<file path="src/rtl/mul_div_unit_pkg.sv">
// Shared encodings for the multiply/divide engine: op codes, FSM states, step count.
package mul_div_unit_pkg;

  typedef enum logic [1:0] {
    OP_MULT  = 2'b00,
    OP_MULTU = 2'b01,
    OP_DIV   = 2'b10,
    OP_DIVU  = 2'b11
  } mdu_op_e;

  typedef enum logic [1:0] {
    ST_IDLE   = 2'b00,
    ST_CALC   = 2'b01,
    ST_FINISH = 2'b10
  } mdu_state_e;

  localparam int unsigned MDU_STEPS = 32;

endpackage

</file>
<file path="src/rtl/mdu_div_step.sv">
// One restoring-division step: shift {rem,quo} left by one, subtract the divisor when it fits.
module mdu_div_step #(
  parameter int unsigned WIDTH = 32
) (
  input  logic [WIDTH-1:0] rem,
  input  logic [WIDTH-1:0] quo,
  input  logic [WIDTH-1:0] divisor,
  output logic [WIDTH-1:0] rem_next,
  output logic [WIDTH-1:0] quo_next
);

  logic [WIDTH:0] shifted;

  always_comb begin
    shifted = {rem, quo[WIDTH-1]};
    if (shifted >= {1'b0, divisor}) begin
      // the true difference is below the divisor, so it always fits in WIDTH bits
      rem_next = shifted[WIDTH-1:0] - divisor;
      quo_next = {quo[WIDTH-2:0], 1'b1};
    end else begin
      rem_next = shifted[WIDTH-1:0];
      quo_next = {quo[WIDTH-2:0], 1'b0};
    end
  end

endmodule

</file>
<file path="src/rtl/mul_div_unit.sv">
// Multi-cycle MULT/MULTU/DIV/DIVU engine producing HI/LO with a one-cycle write strobe.
// Define MDU_FAST_MULT_EN to compute multiplies with a single combinational multiplier.
module mul_div_unit
  import mul_div_unit_pkg::*;
#(
  parameter int unsigned WIDTH = 32
) (
  input  logic             clk,
  input  logic             rst,
  input  logic             start_i,
  input  logic [1:0]       op_i,
  input  logic [WIDTH-1:0] opa_i,
  input  logic [WIDTH-1:0] opb_i,
  input  logic             flush_i,
  output logic             stall_o,
  output logic             busy_o,
  output logic             hilo_we_o,
  output logic [WIDTH-1:0] hi_o,
  output logic [WIDTH-1:0] lo_o
);

  localparam int unsigned CNT_W = $clog2(MDU_STEPS);
  localparam logic [CNT_W-1:0] CNT_LAST = CNT_W'(MDU_STEPS - 1);

  mdu_state_e       state_r, state_n;
  mdu_op_e          op_in;
  logic             is_mul_in, signed_in, accept;
  logic [WIDTH-1:0] a_mag, b_mag;
  logic [WIDTH-1:0] ld_hi, ld_lo, ld_opd;
  logic             ld_neg_res, ld_neg_rem, ld_direct;

  logic [WIDTH-1:0] hi_r, lo_r, opd_r, hi_hold, lo_hold;
  logic             is_mul_r, neg_res_r, neg_rem_r;
  logic [CNT_W-1:0] cnt_r;

  logic [WIDTH:0]     mul_sum;
  logic [WIDTH-1:0]   div_rem, div_quo;
  logic [2*WIDTH-1:0] prod_fix;
  logic [WIDTH-1:0]   hi_fix, lo_fix;

  always_comb begin
    op_in     = mdu_op_e'(op_i);
    is_mul_in = (op_in == OP_MULT) || (op_in == OP_MULTU);
    signed_in = (op_in == OP_MULT) || (op_in == OP_DIV);
    a_mag     = (signed_in && opa_i[WIDTH-1]) ? -opa_i : opa_i;
    b_mag     = (signed_in && opb_i[WIDTH-1]) ? -opb_i : opb_i;
    accept    = (state_r == ST_IDLE) && start_i && !flush_i;
  end

`ifdef MDU_FAST_MULT_EN
  logic [2*WIDTH-1:0] fast_prod;
  assign fast_prod = {{WIDTH{1'b0}}, a_mag} * {{WIDTH{1'b0}}, b_mag};
`endif

  // Operand load: multiply keeps |a| as addend and shifts |b| through LO;
  // divide shifts |a| through LO with HI as partial remainder.
  always_comb begin
    ld_opd     = is_mul_in ? a_mag : b_mag;
    ld_hi      = '0;
    ld_lo      = is_mul_in ? b_mag : a_mag;
    ld_neg_res = signed_in && (opa_i[WIDTH-1] ^ opb_i[WIDTH-1]);
    ld_neg_rem = signed_in && !is_mul_in && opa_i[WIDTH-1];
    ld_direct  = 1'b0;
    if (!is_mul_in && (opb_i == '0)) begin
      ld_hi      = opa_i;
      ld_lo      = '1;
      ld_neg_res = 1'b0;
      ld_neg_rem = 1'b0;
      ld_direct  = 1'b1;
    end
`ifdef MDU_FAST_MULT_EN
    if (is_mul_in) begin
      {ld_hi, ld_lo} = fast_prod;
      ld_direct      = 1'b1;
    end
`endif
  end

  always_ff @(posedge clk) begin
    if (rst) state_r <= ST_IDLE;
    else     state_r <= state_n;
  end

  always_comb begin
    state_n   = state_r;
    stall_o   = 1'b0;
    hilo_we_o = 1'b0;
    case (state_r)
      ST_IDLE: begin
        if (accept) begin
          stall_o = 1'b1;
          state_n = ld_direct ? ST_FINISH : ST_CALC;
        end
      end
      ST_CALC: begin
        stall_o = 1'b1;
        if (cnt_r == CNT_LAST) state_n = ST_FINISH;
      end
      ST_FINISH: begin
        hilo_we_o = 1'b1;
        state_n   = ST_IDLE;
      end
      default: state_n = ST_IDLE;
    endcase
    if (flush_i) begin
      state_n   = ST_IDLE;
      stall_o   = 1'b0;
      hilo_we_o = 1'b0;
    end
    if (rst) begin
      stall_o   = 1'b0;
      hilo_we_o = 1'b0;
    end
  end

  assign busy_o = (state_r != ST_IDLE);

  mdu_div_step #(.WIDTH(WIDTH)) u_div_step (
    .rem      (hi_r),
    .quo      (lo_r),
    .divisor  (opd_r),
    .rem_next (div_rem),
    .quo_next (div_quo)
  );

  assign mul_sum = {1'b0, hi_r} + (lo_r[0] ? {1'b0, opd_r} : '0);

  always_ff @(posedge clk) begin
    if (rst) begin
      hi_r      <= '0;
      lo_r      <= '0;
      opd_r     <= '0;
      cnt_r     <= '0;
      is_mul_r  <= 1'b0;
      neg_res_r <= 1'b0;
      neg_rem_r <= 1'b0;
      hi_hold   <= '0;
      lo_hold   <= '0;
    end else begin
      if (accept) begin
        hi_r      <= ld_hi;
        lo_r      <= ld_lo;
        opd_r     <= ld_opd;
        cnt_r     <= '0;
        is_mul_r  <= is_mul_in;
        neg_res_r <= ld_neg_res;
        neg_rem_r <= ld_neg_rem;
      end else if (state_r == ST_CALC) begin
        cnt_r <= cnt_r + CNT_W'(1);
        if (is_mul_r) {hi_r, lo_r} <= {mul_sum, lo_r[WIDTH-1:1]};
        else          {hi_r, lo_r} <= {div_rem, div_quo};
      end
      if (hilo_we_o) begin
        hi_hold <= hi_fix;
        lo_hold <= lo_fix;
      end
    end
  end

  always_comb begin
    prod_fix = neg_res_r ? -{hi_r, lo_r} : {hi_r, lo_r};
    if (is_mul_r) begin
      {hi_fix, lo_fix} = prod_fix;
    end else begin
      hi_fix = neg_rem_r ? -hi_r : hi_r;
      lo_fix = neg_res_r ? -lo_r : lo_r;
    end
  end

  assign hi_o = hilo_we_o ? hi_fix : hi_hold;
  assign lo_o = hilo_we_o ? lo_fix : lo_hold;

endmodule

</file>
<file path="config.mk">
export PLATFORM = sky130hd
export DESIGN_NAME = mul_div_unit
export DESIGN_NICKNAME = d
export VERILOG_FILES = /design/src/rtl/mul_div_unit_pkg.sv /design/src/rtl/mdu_div_step.sv /design/src/rtl/mul_div_unit.sv
export SDC_FILE = /design/constraint.sdc
export NUM_CORES = 1
export LEC_CHECK = 0
export BUFFER_PORTS_ARGS = -buffer_cell sky130_fd_sc_hd__buf_2
export CAP_MARGIN = 20
export CORE_AREA = 4 4 161 163
export CTS_BUF_LIST = sky130_fd_sc_hd__clkbuf_4 sky130_fd_sc_hd__clkbuf_8 sky130_fd_sc_hd__clkbuf_16
export DETAILED_ROUTE_END_ITERATION = 7
export DIE_AREA = 0 0 165 167
export PLACE_DENSITY = 0.79
export SYNTH_ARGS = -nofsm -noshare
export SYNTH_HDL_FRONTEND = slang
export SYNTH_SLANG_ARGS = --single-unit
</file>
<file path="constraint.sdc">
create_clock -name clk -period 4.95 [get_ports clk]
set_clock_uncertainty 0.1 [all_clocks]
set_input_delay 0.99 -clock clk [delete_from_list [all_inputs] [get_ports clk]]
set_output_delay 0.99 -clock clk [all_outputs]
set_load 0.05 [all_outputs]
</file>
# --- Word-level counts from Yosys, hierarchy flattened ---
# Index checks and enable logic that the tools add are counted.
# W data, S select, Z words.
word_totals:
  ff_bits: 170
  latchBits: 0
  ramBits: 0
  romBits: 0
  in_bits: 70
  out_inout_bits: 67
  elab_cells: 83
  mem_count: 0
classes:
  n_addsub: 8
  multipliers: 0
  n_div: 0
  order_cmp: 1
  eq_ne: 7
  n_shift: 0
  muxes: 36
  bitwise: 1
  n_reduce_logical: 20
op_table:
  columns: ["op", "n"]
  rows:
  - ["$mux W32", 20]
  - ["$neg A32 Y32", 4]
  - ["$mux W64", 1]
  - ["$neg A64 Y64", 1]
  - ["$add A32 B32 Y33", 1]
  - ["$ge A33 B32 Y1", 1]
  - ["$logic_not A32 Y1", 1]
  - ["$sub A32 B32 Y32", 1]
  - ["$mux W1", 10]
  - ["$logic_and A1 B1 Y1", 8]
  - ["$mux W2", 3]
  - ["$add A5 B1 Y5 const B", 1]
  - ["$eq A5 B5 Y1 const B", 1]
  - ["$eq A2 B1 Y1 const B", 2]
  - ["$eq A2 B2 Y1 const B", 2]
  - ["$logic_not A2 Y1", 2]
  - ["$ne A2 B2 Y1 const B", 2]
  - ["$pmux W2 S2", 1]
  - ["$reduce_bool A2 Y1", 2]
  - ["$reduce_or A2 Y1", 2]
  - ["$logic_not A1 Y1", 2]
  - ["$logic_or A1 B1 Y1", 2]
  - ["$pmux W1 S2", 1]
  - ["$reduce_and A2 Y1", 1]
  - ["$xor A1 B1 Y1", 1]

# --- Depth between registers and ports, before layout ---
depth:
  ltp_word: 8
  depth_mapped: 14
  depth_no_buf: 13

# --- By module ---
# A second synthesis with hierarchy kept.
unflattened:
  cells_unflattened: 2076
  area_unflattened_um2: 15280.9
by_module_without_submodules:
  columns: ["module", "n_inst", "cells_each", "area_per_inst_um2", "seq_area_each_um2"]
  rows:
  - ["mul_div_unit", 1, 1722, 12717.2, 3403.3]
  - ["mdu_div_step", 1, 354, 2563.7, 0.0]

# --- Least setup slack after synthesis ---
# No wires, ideal clock.
synth_timing:
  path_type: "flip-flop to output port"
  startpoint: "reg lo_r[15]"
  endpoint: "out hi_o[5]"
  arrival_time_ns: 3.952
  required_time_ns: 3.860
  path_slack_ns: -0.092
  path_stages_with_launch: 11
  path_buffers: 2
  cell_sequence: "dfxtp_1 buf_6 or4_4 or4_4 or4_4 buf_6 or4_4 nand2_1 a21oi_1 xnor2_1 o21ai_0"
synth_between:
  elab_chain_len: 4
synth_lines:
  columns: ["item", "line_no", "text"]
  rows:
  - ["from (decl)", "mul_div_unit.sv:32", "logic [WIDTH-1:0] hi_r, lo_r, opd_r, hi_hold, lo_hold;"]
  - ["from (signal assigned)", "mul_div_unit.sv:142", "lo_r <= ld_lo;"]
  - ["from (signal assigned)", "mul_div_unit.sv:150", "if (is_mul_r) {hi_r, lo_r} <= {mul_sum, lo_r[WIDTH-1:1]};"]
  - ["from (signal assigned)", "mul_div_unit.sv:151", "else {hi_r, lo_r} <= {div_rem, div_quo};"]
  - ["$neg A64 Y64", "mul_div_unit.sv:161", "prod_fix = neg_res_r ? -{hi_r, lo_r} : {hi_r, lo_r};"]
  - ["$mux W64", "mul_div_unit.sv:161", null]
  - ["$mux W32", "mul_div_unit.sv:162", "if (is_mul_r) begin"]
  - ["$mux W32", null, null]
  - ["to (decl)", "mul_div_unit.sv:18", "output logic [WIDTH-1:0] hi_o,"]
# No other way between the ends.

# --- Worst setup path in the final report ---
layout_timing:
  startpoint: "reg lo_r[15]"
  endpoint: "out hi_o[21]"
# Same word-level chain as after synthesis.

==> impl_metrics.toml <==
[layout]
final_core_util = 0.676
num-fill-cells = 2160
drive_gt1_frac = 0.134
nets = 2270
layout_common_cells = "242 x nand2_1, 191 x a21oi_1, 190 x nor2_1"
stdcell_area_mm2 = 0.0164
final-seq-area_mm2 = 0.00341
multi_input_area_mm2 = 0.0106
diodes = 0
final_common_cell = "nand2_1"
areaGrowthSynthToFinish_pct = 11.5

[synthesis]
synth_nets = 2203
ys.flop_type = "dfxtp_1"
syn_inst = 2061
synthTopCellsByArea = "dfxtp_1 23%, a21oi_1 6.6%, nand2_1 6.2%"
yosysSeqAreaShare = 0.231
syn_area_mm2 = 0.0147
syn_area_per_cell_um2 = 7.15
ys_seq_elements = 170
yosysWarnings = 0
synth_top_cell_area_share = 0.231
synth_edf_count = 0
synth_top_area_cell = "dfxtp_1"
async_flop_share = 0
ys_types = 76

[power]
p_int_w = 0.00290
comb_power_share = 0.397
p_sw_frac = 0.424
seqPwrFrac = 0.312
power_density_mw_per_mm2 = 306
ir_drop_v = 0.000248
leakage_nw = 6.69
p_switching_w = 0.00214
p_clk_frac = 0.291

[worst_setup_path]
worstPathArrival_ns = 3.85
crit_start = "lo_r[15]"
cp_common_cell = "or4_4"
path_cells = "or4_4 > or4_4 > or4_4 > or4_4 > o21ai_4 > nand4_1 > a211oi_1 > nor3_2 > buf_6"
cp-start-kind = "flip-flop"
worst_path_largest_cell_delay_ns = 0.56
cp.required_ns = 3.86
crit_family = "simple AND/OR/NAND/NOR gates"
endpoint_kind = "output pin"
worstPathBufferInverterCount = 1
r2r-start = "lo_r[0]"
criticalPathCategory = "flip-flop to output pin"
critPathSlowestCell = "or4_4"
crit_path_max_fanout = 4

[floorplanning]
start_util = 0.606
io_pins = 137
die_h_um = 167
row_count = 57
core_area_mm2 = 0.0243
dieArea_mm2 = 0.0276
die_w_um = 165

[global_routing]
grt_use_total = 0.382
grt_pass1_vias = 14800
grt_first_pass_wirelength_um = 82900
grt_max_degree = 84
grt_overflow = 0
antenna_found_initial = 0

[drt]
vias = 16200
drt-initial-drc-count = 2208
dr.pass1.iters = 6
drc = 0
wl_per_cell_um = 22.3
post_drt_via_cell_ratio = 6.58
drtAntennaViolNets = 0
wl_um = 54900

[timing]
rsz0062_at_grt = "yes"
fin_ws_ns = 0.0103
slew_violations = 0
tightestPinTransition_ns = 1.05
whs_ns = 0.357
hold_violations = 0
max_freq_mhz = 202
period_minus_slack_ns = 4.94
slew_headroom = 0.301
timing.final.crit_share = 0.998
setup_viol = 0

[clock_tree]
hold_buffers = 0
htreeDepth = 4
cts_root_buffer = "clkbuf_16"
path_clk_slew_ns = 0.09
cts_buffers = 17
cts_tree = "yes"
cts.sinks = 170
worstSkewPairLatency_ns = 0.45
clk_path_buf_depth = 2

[placed_design]
portBuffers = 136
place_area_mm2 = 0.0157
place.gp.congestion = 1.01
place_hpwl_um = 40700
place_ws_ns = 0.327

[min_path]
hp-class = "flip-flop to flip-flop"
min-delay-start = "opd_r[4]"

[job]
max_cap_violations = 0

[outcome]
status = "complete, no violations"
[cell type report]
| type | count | share of cell area |
|---|---|---|
| tap | 324 | 0.0247 |
| clock buffer | 17 | 0.0259 |
| inverter | 71 | 0.0162 |
| multi-input combinational | 1682 | 0.647 |
| sequential | 170 | 0.208 |
| clock inverter | 15 | 0.0124 |
| timing repair buffer | 186 | 0.0664 |
[final timing paths]
kind         slack [ns]  cells after the start        to
max                0.01                      9  hi_o[21]
max reg2reg        0.50                     15  hi_r[26]
min reg2reg        0.36                      2  opd_r[4]
min                0.36                      2  opd_r[4]
[cells in the mapped netlist, types with 5 or more instances]
| cell | number |
|---|---|
| ha_1 | 70 |
| nor3_1 | 55 |
| and3_1 | 17 |
| xnor2_1 | 91 |
| nor4_1 | 23 |
| a211oi_1 | 41 |
| dfxtp_1 | 170 |
| o21ai_0 | 181 |
| and2_1 | 75 |
| a311oi_1 | 6 |
| a21boi_0 | 5 |
| o2111ai_1 | 5 |
| o41ai_1 | 12 |
| a31oi_1 | 18 |
| nand2_1 | 242 |
| xor2_1 | 71 |
| o21bai_1 | 7 |
| a21oi_1 | 193 |
| nand2b_1 | 9 |
| or3_1 | 19 |
| nand3_1 | 41 |
| buf_1 | 6 |
| nor2_1 | 192 |
| a221oi_1 | 29 |
| nand4_1 | 11 |
| or4_1 | 14 |
| o31a_1 | 5 |
| nor3b_1 | 5 |
| a2111oi_0 | 5 |
| inv_1 | 69 |
| clkbuf_1 | 127 |
| and4_1 | 6 |
| a21o_1 | 28 |
| mux2_2 | 13 |
| a211o_1 | 9 |
| o31ai_1 | 25 |
| o211ai_1 | 21 |
| mux2i_1 | 47 |
| o21a_1 | 8 |
| or2_2 | 10 |
| a31o_2 | 5 |
| nor2b_1 | 8 |
[through the flow]
step / cells / power, W / TNS (ns)
after floorplan: 2061 / 0.00291 / 0
after global placement: 2428 / 0.00348 / 0
after detailed placement: 2428 / 0.00350 / 0
after CTS: 2462 / 0.00494 / 0
after global routing: 2465 / 0.00524 / -0.162
final: 2465 / 0.00504 / 0
[state kept, by name, indices dropped and copies added, names as in the netlist]
signal and count:
cnt_r 5, hi_hold 32, hi_r 32, is_mul_r 1, lo_hold 32, lo_r 32
neg_rem_r 1, neg_res_r 1, opd_r 32, state_r 2
[per-layer routing]
layer	track usage	vias to the layer above	part of all wire
met5	0	-	0
met4	0.224	0	0.066
met3	0.0618	197	0.10
met2	0.573	927	0.43
met1	0.514	7547	0.40
li1	-	7555	-
[logic make-up after synthesis]
kind of cell,synth area share
buf+inv,0.0545
compound gates,0.271
simple gates,0.243
mux,0.0419
flops,0.231
xor+xnor,0.0963
fa+ha+maj,0.0622
[timing repair]
action                     in CTS  in global routing
pin swaps                       1                  3
resized for setup              10                 22
setup buffers                   2                  2
setup endpoints to repair      12                 13
[power groups by stage]
stage / Combinational [W] / Sequential [W] / Clock [W]
3_3_place_gp: 0.00189 / 0.00159 / 0
2_1_floorplan: 0.00138 / 0.00153 / 0
5_1_grt: 0.00214 / 0.00158 / 0.00152
4_1_cts: 0.00193 / 0.00156 / 0.00145
3_5_place_dp: 0.00191 / 0.00159 / 0
6_report: 0.00200 / 0.00157 / 0.00146
[worst min-delay path, delay by kind of cell, from the launching register on]
kind | cells | cell delay (ns)
flops | 1 | 0.32
simple gates | 1 | 0.05
compound gates | 1 | 0.05
No activity file was read; power rests on OpenSTA's default activity.
